==> src/rtl/mem_requester.sv <==
// mem_requester: turns a 1-3 byte little-endian CPU read/write into single-byte RAM request/ready accesses.
// Define MEM_REQ_TIMEOUT_EN to abort a byte whose ram_data_ready wait reaches TIMEOUT_CYCLES.
`timescale 1ns/1ps
module mem_requester #(
  parameter int ADDR_WIDTH = 16,
  parameter int DATA_WIDTH = 8,
  parameter int TIMEOUT_CYCLES = 15
) (
  input  logic                  clk,
  input  logic                  rst,
  input  logic                  cpu_start,
  input  logic                  cpu_we,
  input  logic [1:0]            cpu_len,
  input  logic [ADDR_WIDTH-1:0] cpu_addr,
  input  logic [23:0]           cpu_wdata,
  output logic                  cpu_busy,
  output logic                  cpu_done,
  output logic [23:0]           cpu_rdata,
  output logic                  cpu_err,
  output logic                  ram_req_rdwr,
  output logic                  ram_we,
  output logic [ADDR_WIDTH-1:0] ram_addr,
  output logic [DATA_WIDTH-1:0] ram_data_in,
  input  logic [DATA_WIDTH-1:0] ram_data_out,
  input  logic                  ram_data_ready
);
  typedef enum logic [1:0] {IDLE, ISSUE, GAP, DONE} state_t;
  state_t state;
  logic lwe;
  logic [1:0] len, idx, nidx;
  logic [ADDR_WIDTH-1:0] base;
  logic [23:0] wdata;
`ifdef MEM_REQ_TIMEOUT_EN
  localparam int CW = $clog2(TIMEOUT_CYCLES + 1);
  logic [CW-1:0] wait_cnt;
`endif
  always_comb nidx = idx + 2'd1;
  always_ff @(posedge clk) begin
    if (rst) begin
      state <= IDLE;
      lwe <= 1'b0;
      len <= 2'd0;
      idx <= 2'd0;
      base <= '0;
      wdata <= '0;
      cpu_busy <= 1'b0;
      cpu_done <= 1'b0;
      cpu_rdata <= '0;
      cpu_err <= 1'b0;
      ram_req_rdwr <= 1'b0;
      ram_we <= 1'b0;
      ram_addr <= '0;
      ram_data_in <= '0;
`ifdef MEM_REQ_TIMEOUT_EN
      wait_cnt <= '0;
`endif
    end else begin
      cpu_done <= 1'b0;
      case (state)
        IDLE: if (cpu_start) begin
          lwe <= cpu_we;
          len <= (cpu_len == 2'd0) ? 2'd1 : cpu_len;
          base <= cpu_addr;
          wdata <= cpu_wdata;
          idx <= 2'd0;
          cpu_rdata <= '0;
          cpu_busy <= 1'b1;
          cpu_err <= 1'b0;
          ram_req_rdwr <= 1'b1;
          ram_we <= cpu_we;
          ram_addr <= cpu_addr;
          ram_data_in <= cpu_wdata[7:0];
`ifdef MEM_REQ_TIMEOUT_EN
          wait_cnt <= '0;
`endif
          state <= ISSUE;
        end
        ISSUE: if (ram_data_ready) begin
          if (!lwe) cpu_rdata[{idx, 3'b000} +: 8] <= ram_data_out;
          ram_req_rdwr <= 1'b0;
          ram_we <= 1'b0;
          state <= GAP;
        end
`ifdef MEM_REQ_TIMEOUT_EN
        else if (wait_cnt == CW'(TIMEOUT_CYCLES - 1)) begin
          ram_req_rdwr <= 1'b0;
          ram_we <= 1'b0;
          cpu_done <= 1'b1;
          cpu_err <= 1'b1;
          state <= DONE;
        end else wait_cnt <= wait_cnt + CW'(1);
`endif
        // ready may still be high from the previous byte, so GAP never looks at it
        GAP: if (idx == len - 2'd1) begin
          cpu_done <= 1'b1;
          state <= DONE;
        end else begin
          idx <= nidx;
          ram_req_rdwr <= 1'b1;
          ram_we <= lwe;
          ram_addr <= base + ADDR_WIDTH'(nidx);
          ram_data_in <= wdata[{nidx, 3'b000} +: 8];
`ifdef MEM_REQ_TIMEOUT_EN
          wait_cnt <= '0;
`endif
          state <= ISSUE;
        end
        DONE: begin
          cpu_busy <= 1'b0;
          cpu_err <= 1'b0;
          state <= IDLE;
        end
        default: state <= IDLE;
      endcase
    end
  end
endmodule

==> config.mk <==
export PLATFORM = sky130hd
export DESIGN_NAME = mem_requester
export DESIGN_NICKNAME = d
export VERILOG_FILES = /design/src/rtl/mem_requester.sv
export SDC_FILE = /design/constraint.sdc
export NUM_CORES = 1
export LEC_CHECK = 0
export BUFFER_PORTS_ARGS = -buffer_cell sky130_fd_sc_hd__buf_4
export CAP_MARGIN = 30
export CORE_MARGIN = 4
export CORE_UTILIZATION = 35
export DETAILED_ROUTE_END_ITERATION = 16
export HOLD_SLACK_MARGIN = 0.03
export SETUP_SLACK_MARGIN = 0.3
export SLEW_MARGIN = 20
export SYNTH_ARGS = -nofsm -noshare
export SYNTH_HDL_FRONTEND = slang
export SYNTH_SLANG_ARGS = --single-unit
==> constraint.sdc <==
create_clock -name clk -period 7.2 [get_ports clk]
set_input_delay 0.36 -clock clk [delete_from_list [all_inputs] [get_ports clk]]
set_output_delay 0.36 -clock clk [all_outputs]
set_load 0.02 [all_outputs]
Word level (Yosys, flattened, before mapping)
Cells that the tools add are included.
{"block": "classes", "add_sub_neg": 4, "eq_ne": 8, "n_mux": 30, "n_bitwise": 1, "n_reduce_logical": 13, "shifts": 3}
{"operator": "$mux 24", "count": 3}
{"operator": "$pmux 24 s2", "count": 1}
{"operator": "$mux 16", "count": 2}
{"operator": "$pmux 16 s2", "count": 1}
{"operator": "$bwmux 24", "count": 1}
{"operator": "$shift 8x7->24 const A", "count": 1}
{"operator": "$shiftx 24x6->8", "count": 1}
{"operator": "$shiftx 8x7->24", "count": 1}
{"operator": "$add 16x2->16", "count": 1}
{"operator": "$mux 8", "count": 2}
{"operator": "$pmux 8 s2", "count": 1}
{"operator": "$mux 2", "count": 6}
{"operator": "$ne 2x2->1 const B", "count": 4}
{"operator": "$pmux 2 s4", "count": 1}
{"operator": "$reduce_and 4->1", "count": 2}
{"operator": "$mux 1", "count": 7}
{"operator": "$neg 5->7", "count": 1}
{"operator": "$pmux 1 s3", "count": 2}
{"operator": "$reduce_and 2->1", "count": 3}
{"operator": "$reduce_bool 2->1", "count": 3}
{"operator": "$eq 2x2->1 const B", "count": 2}
{"operator": "$logic_not 2->1", "count": 2}
{"operator": "$pmux 1 s2", "count": 2}
{"operator": "$pmux 2 s2", "count": 1}
{"operator": "other kinds (8)", "count": 8}
{"block": "word_totals", "inputBits": 55, "output_inout_bits": 53, "reg_bits": 100, "elab_cells": 73}

Longest topological paths before layout
{"block": "depth", "depth_word": 6, "ltp_mapped": 9, "ltp_nobuf": 8}

Least setup slack after synthesis
OpenSTA, ideal clock, no wires.
{"block": "synth_timing", "kind": "register -> register", "from": "register idx[0]", "to": "register ram_addr[10]", "path_slack_ps": 4592, "period_less_slack_ps": 2608, "stages_incl_launch_ff": 10, "path_buffers": 1, "arrival_time_ps": 2486, "t_required_ps": 7078, "setup_time_ps": 122, "cell_sequence": "dfxtp_1 > clkinv_1 > clkbuf_1 > ha_1 > fa_1 > and2_1 > nand4_1 > xor2_1 > nor2_1 > a221o_1"}
{"block": "synth_via", "elab_chain_len": 4, "elab_cells_between_ends": 7, "cone_classes": "2 x add/sub; 2 x eq/ne; 2 x mux; 1 x reduce/logical"}
{"item": "start, declared", "line": "30", "rtl": "logic [1:0] len, idx, nidx;"}
{"item": "start signal, assigned", "line": "98", "rtl": "idx <= nidx;"}
{"item": "$add 2x1->2", "line": "37", "rtl": "always_comb nidx = idx + 2'd1;"}
{"item": "$add 16x2->16", "line": "101", "rtl": "ram_addr <= base + ADDR_WIDTH'(nidx);"}
{"item": "$mux 16", "line": "94", "rtl": "GAP: if (idx == len - 2'd1) begin"}
{"item": "$pmux 16 s2", "line": "59", "rtl": "case (state)"}
{"item": "end signal, assigned", "line": "71", "rtl": "ram_addr <= cpu_addr;"}
{"item": "end signal, assigned", "line": "101"}
{"item": "end, declared", "line": "22", "rtl": "output logic [ADDR_WIDTH-1:0] ram_addr,"}
Parallel ways exist; a longest one is shown, timed or not. The select of a mux whose other input is x is not followed.
A chain may end at the register's enable or synchronous reset.

Final worst setup path
{"block": "layout_timing", "from": "register idx[0]", "to": "register ram_addr[6]"}
Same word-level chain as after synthesis.

==> reports/results.tsv <==
metric	value	unit
status	completed	
cts_post_setup_buffers_inserted	0	
avgViaCountPerCell	5.00	
tightestPinTransition	0.928	ns
setup-tns-final	0	ns
power.ir.vdd_worst	0.112	mV
max_freq	0.277	GHz
timing.max_slew.rel_slack	38.1	%
post_synth_inst_count	550	
wl_per_cell	15.1	µm
wire_length_of_the_first_global_routing_pass	19500	µm
synth_top_area_share	43.6	%
final_max_slew_viol_count	0	
port-buffer-count	106	
placed_cell_area	0.00541	mm²
cell_taking_the_most_area_after_synthesis	sky130_fd_sc_hd__dfxtp_1	
drt_iter0_drc	263	
int_power	1.10	mW
design.die.area	0.0149	mm²
worst_skew_pair.late_latency	0.34	ns
chipWidth	122	µm
synth_seq_cells	99	
netlist_top_cells_area	sky130_fd_sc_hd__dfxtp_1 (44%), sky130_fd_sc_hd__nand2_1 (10%), sky130_fd_sc_hd__a21oi_1 (8.0%)	
critical_path_arrival	3.89	ns
cp-start-kind	register	
post_drt_antenna_nets	0	
p_seq_share	40.7	%
h_tree_depth	3	
rsz0062_at_grt	false	
finalClockSkew	0.00649	ns
postSynthNetCount	616	
route.final.wire_length	12200	µm
cts.clk_slew.worst_paths	0.07	ns
postLayoutCoreUtil	45.2	%
synth_edf_count	0	
ioPinCount	108	
syn_area	0.00455	mm²
synth_area_per_cell	8.27	µm²
final_common_cell	sky130_fd_sc_hd__nand2_1	
multi_input_area	0.00234	mm²
cts_tree	built	
fill_cells	1294	
die_h	122	µm
critical_path_class	register to register	
yosys_warnings	0	
final_hold_fails	0	
final_area	0.00573	mm²
final-seq-area	0.00198	mm²
power.share.switching	33.0	%
total_routing_usage_gr	16.5	%
cts_inserted_buffers	9	
synthDistinctLibCells	54	
placed_cells	791	
rows	41	
post_placement_worst_setup_slack	3.62	ns
place_hpwl	8570	µm
setup-violations-final	0	
setup.reg_to_reg.worst_slack	3.59	ns
type_of_the_worst_min_delay_path	primary input to register	
global_route_total_overflow	0	
postSynth.asyncResetShare	0	%
timing.critical_path.to_type	register	
cellLeakagePower	2.22	nW
design_power_total	1.63	mW
num_vias	4036	
vias_in_the_first_global_route	3820	
layout-area-overhead-vs-synth	25.9	%
p_sw	0.538	mW
antenna_found_initial	0	
grt_max_degree	51	
cts_num_sinks	99	
cts-resized-gates	0	
post_route_cells_drive_above_1_share	23.0	%
synth-seq-area-share	43.6	%
clock_power_share	30.6	%
hold-worst-slack	0.250	ns
min_period_over_period	50.2	%
post_cts_hold_buffer_count	0	
dominantRegCellSynth	sky130_fd_sc_hd__dfxtp_1	
timing.critical_path.fanout_max	21	
critical_path_required	7.47	ns
initial_utilization	35.9	%
globalplace.congestion	0.808	
post-route-min-period	3.61	ns
power.share.combinational	28.7	%
route.detailed.drc	0	
clock-root-buffer	sky130_fd_sc_hd__clkbuf_16	
max_cap_viol_count	0	
post-route-worst-setup-slack	3.59	ns
router_iterations_before_antenna_repair	5	
floorplan_core_area	0.0127	mm²
commonest_cells_after_routing_fill_and_taps_aside	sky130_fd_sc_hd__nand2_1 (122), sky130_fd_sc_hd__buf_4 (108), sky130_fd_sc_hd__dfxtp_1 (99)	
cts.path.max_buffers	2	
layoutNonFillerInstCount	807	
final_net_count	696	
antenna_cells_inserted	0	
power-per-cell-area	285	mW/mm²
-- power by group through the flow --
stage | logic (mW) | registers [mW] | clock network (mW)
floorplan | 0.293 | 0.704 | 0
global placement | 0.464 | 0.675 | 0
detailed placement | 0.472 | 0.677 | 0
CTS | 0.473 | 0.665 | 0.515
global route | 0.521 | 0.672 | 0.537
finish | 0.468 | 0.665 | 0.501
-- Yosys cell counts, types with 6 or more instances --
library cell,count
sky130_fd_sc_hd__clkbuf_1,24
sky130_fd_sc_hd__a22oi_1,8
sky130_fd_sc_hd__ha_1,10
sky130_fd_sc_hd__a211o_1,6
sky130_fd_sc_hd__dfxtp_1,99
sky130_fd_sc_hd__inv_1,9
sky130_fd_sc_hd__nand3_1,28
sky130_fd_sc_hd__nor3_1,6
sky130_fd_sc_hd__o221ai_1,8
sky130_fd_sc_hd__a21oi_2,9
sky130_fd_sc_hd__nand2_1,122
sky130_fd_sc_hd__o211ai_1,10
sky130_fd_sc_hd__mux2i_1,11
sky130_fd_sc_hd__a21oi_1,73
sky130_fd_sc_hd__nor2_1,26
sky130_fd_sc_hd__xor2_1,9
sky130_fd_sc_hd__nand2b_1,19
-- critical path, cell delays in order, from the launching register on --
cell and delay, ns:
sky130_fd_sc_hd__dfxtp_1 0.49, sky130_fd_sc_hd__clkinv_1 0.54, sky130_fd_sc_hd__ha_1 1.11, sky130_fd_sc_hd__fa_1 0.38, sky130_fd_sc_hd__and2_1 0.27, sky130_fd_sc_hd__nand4_1 0.15
sky130_fd_sc_hd__xor2_1 0.17, sky130_fd_sc_hd__a211o_1 0.31, sky130_fd_sc_hd__a21oi_2 0.12
-- metal layers --
| layer | vias to the layer above | GRT usage [%] | share of wire (%) | wire length, µm |
|---|---|---|---|---|
| met5 | - | 0 | 0 | 0 |
| met4 | 0 | 6.37 | 1.6 | 192 |
| met3 | 16 | 2.97 | 4.7 | 569 |
| met2 | 99 | 26.2 | 48 | 5900 |
| met1 | 1875 | 22.4 | 45 | 5550 |
| li1 | 2046 | - | - | - |
-- flip-flops by register name, summed over array words and instances, names as in the netlist --
name / count
base: 16
cpu_busy: 1
cpu_done: 1
cpu_rdata: 24
idx: 2
len: 2
lwe: 1
ram_addr: 16
ram_data_in: 8
ram_req_rdwr: 1
ram_we: 1
state: 2
wdata: 24
-- final timing paths --
check / end / cells after the start / startpoint
worst max-delay path: ram_addr[6] / 8 / idx[0]
worst min-delay path: ram_addr[12] / 2 / cpu_addr[12]
worst max register to register: ram_addr[6] / 8 / idx[0]
worst min register to register: wdata[12] / 2 / wdata[12]
-- final cells by class --
cell class / count / share of cell area [%]
Clock buffer: 12 / 4.65
Clock inverter: 4 / 0.830
Inverter: 11 / 0.721
Multi-Input combinational cell: 400 / 40.8
Sequential cell: 99 / 34.6
Tap cell: 172 / 3.76
Timing Repair Buffer: 109 / 14.6
-- cells by family (layout without fill, tap and decap cells) --
logic type	after synthesis	in the layout	synth area share, %
compound gates	139	139	20.1
other cells	1	1	0.0825
fa+ha+maj	11	11	3.19
flops	99	99	43.6
buf+inv	51	136	5.09
simple gates	225	225	22.7
xor+xnor	12	12	2.48
mux	12	12	2.75
(Power assumes the default switching activity.)
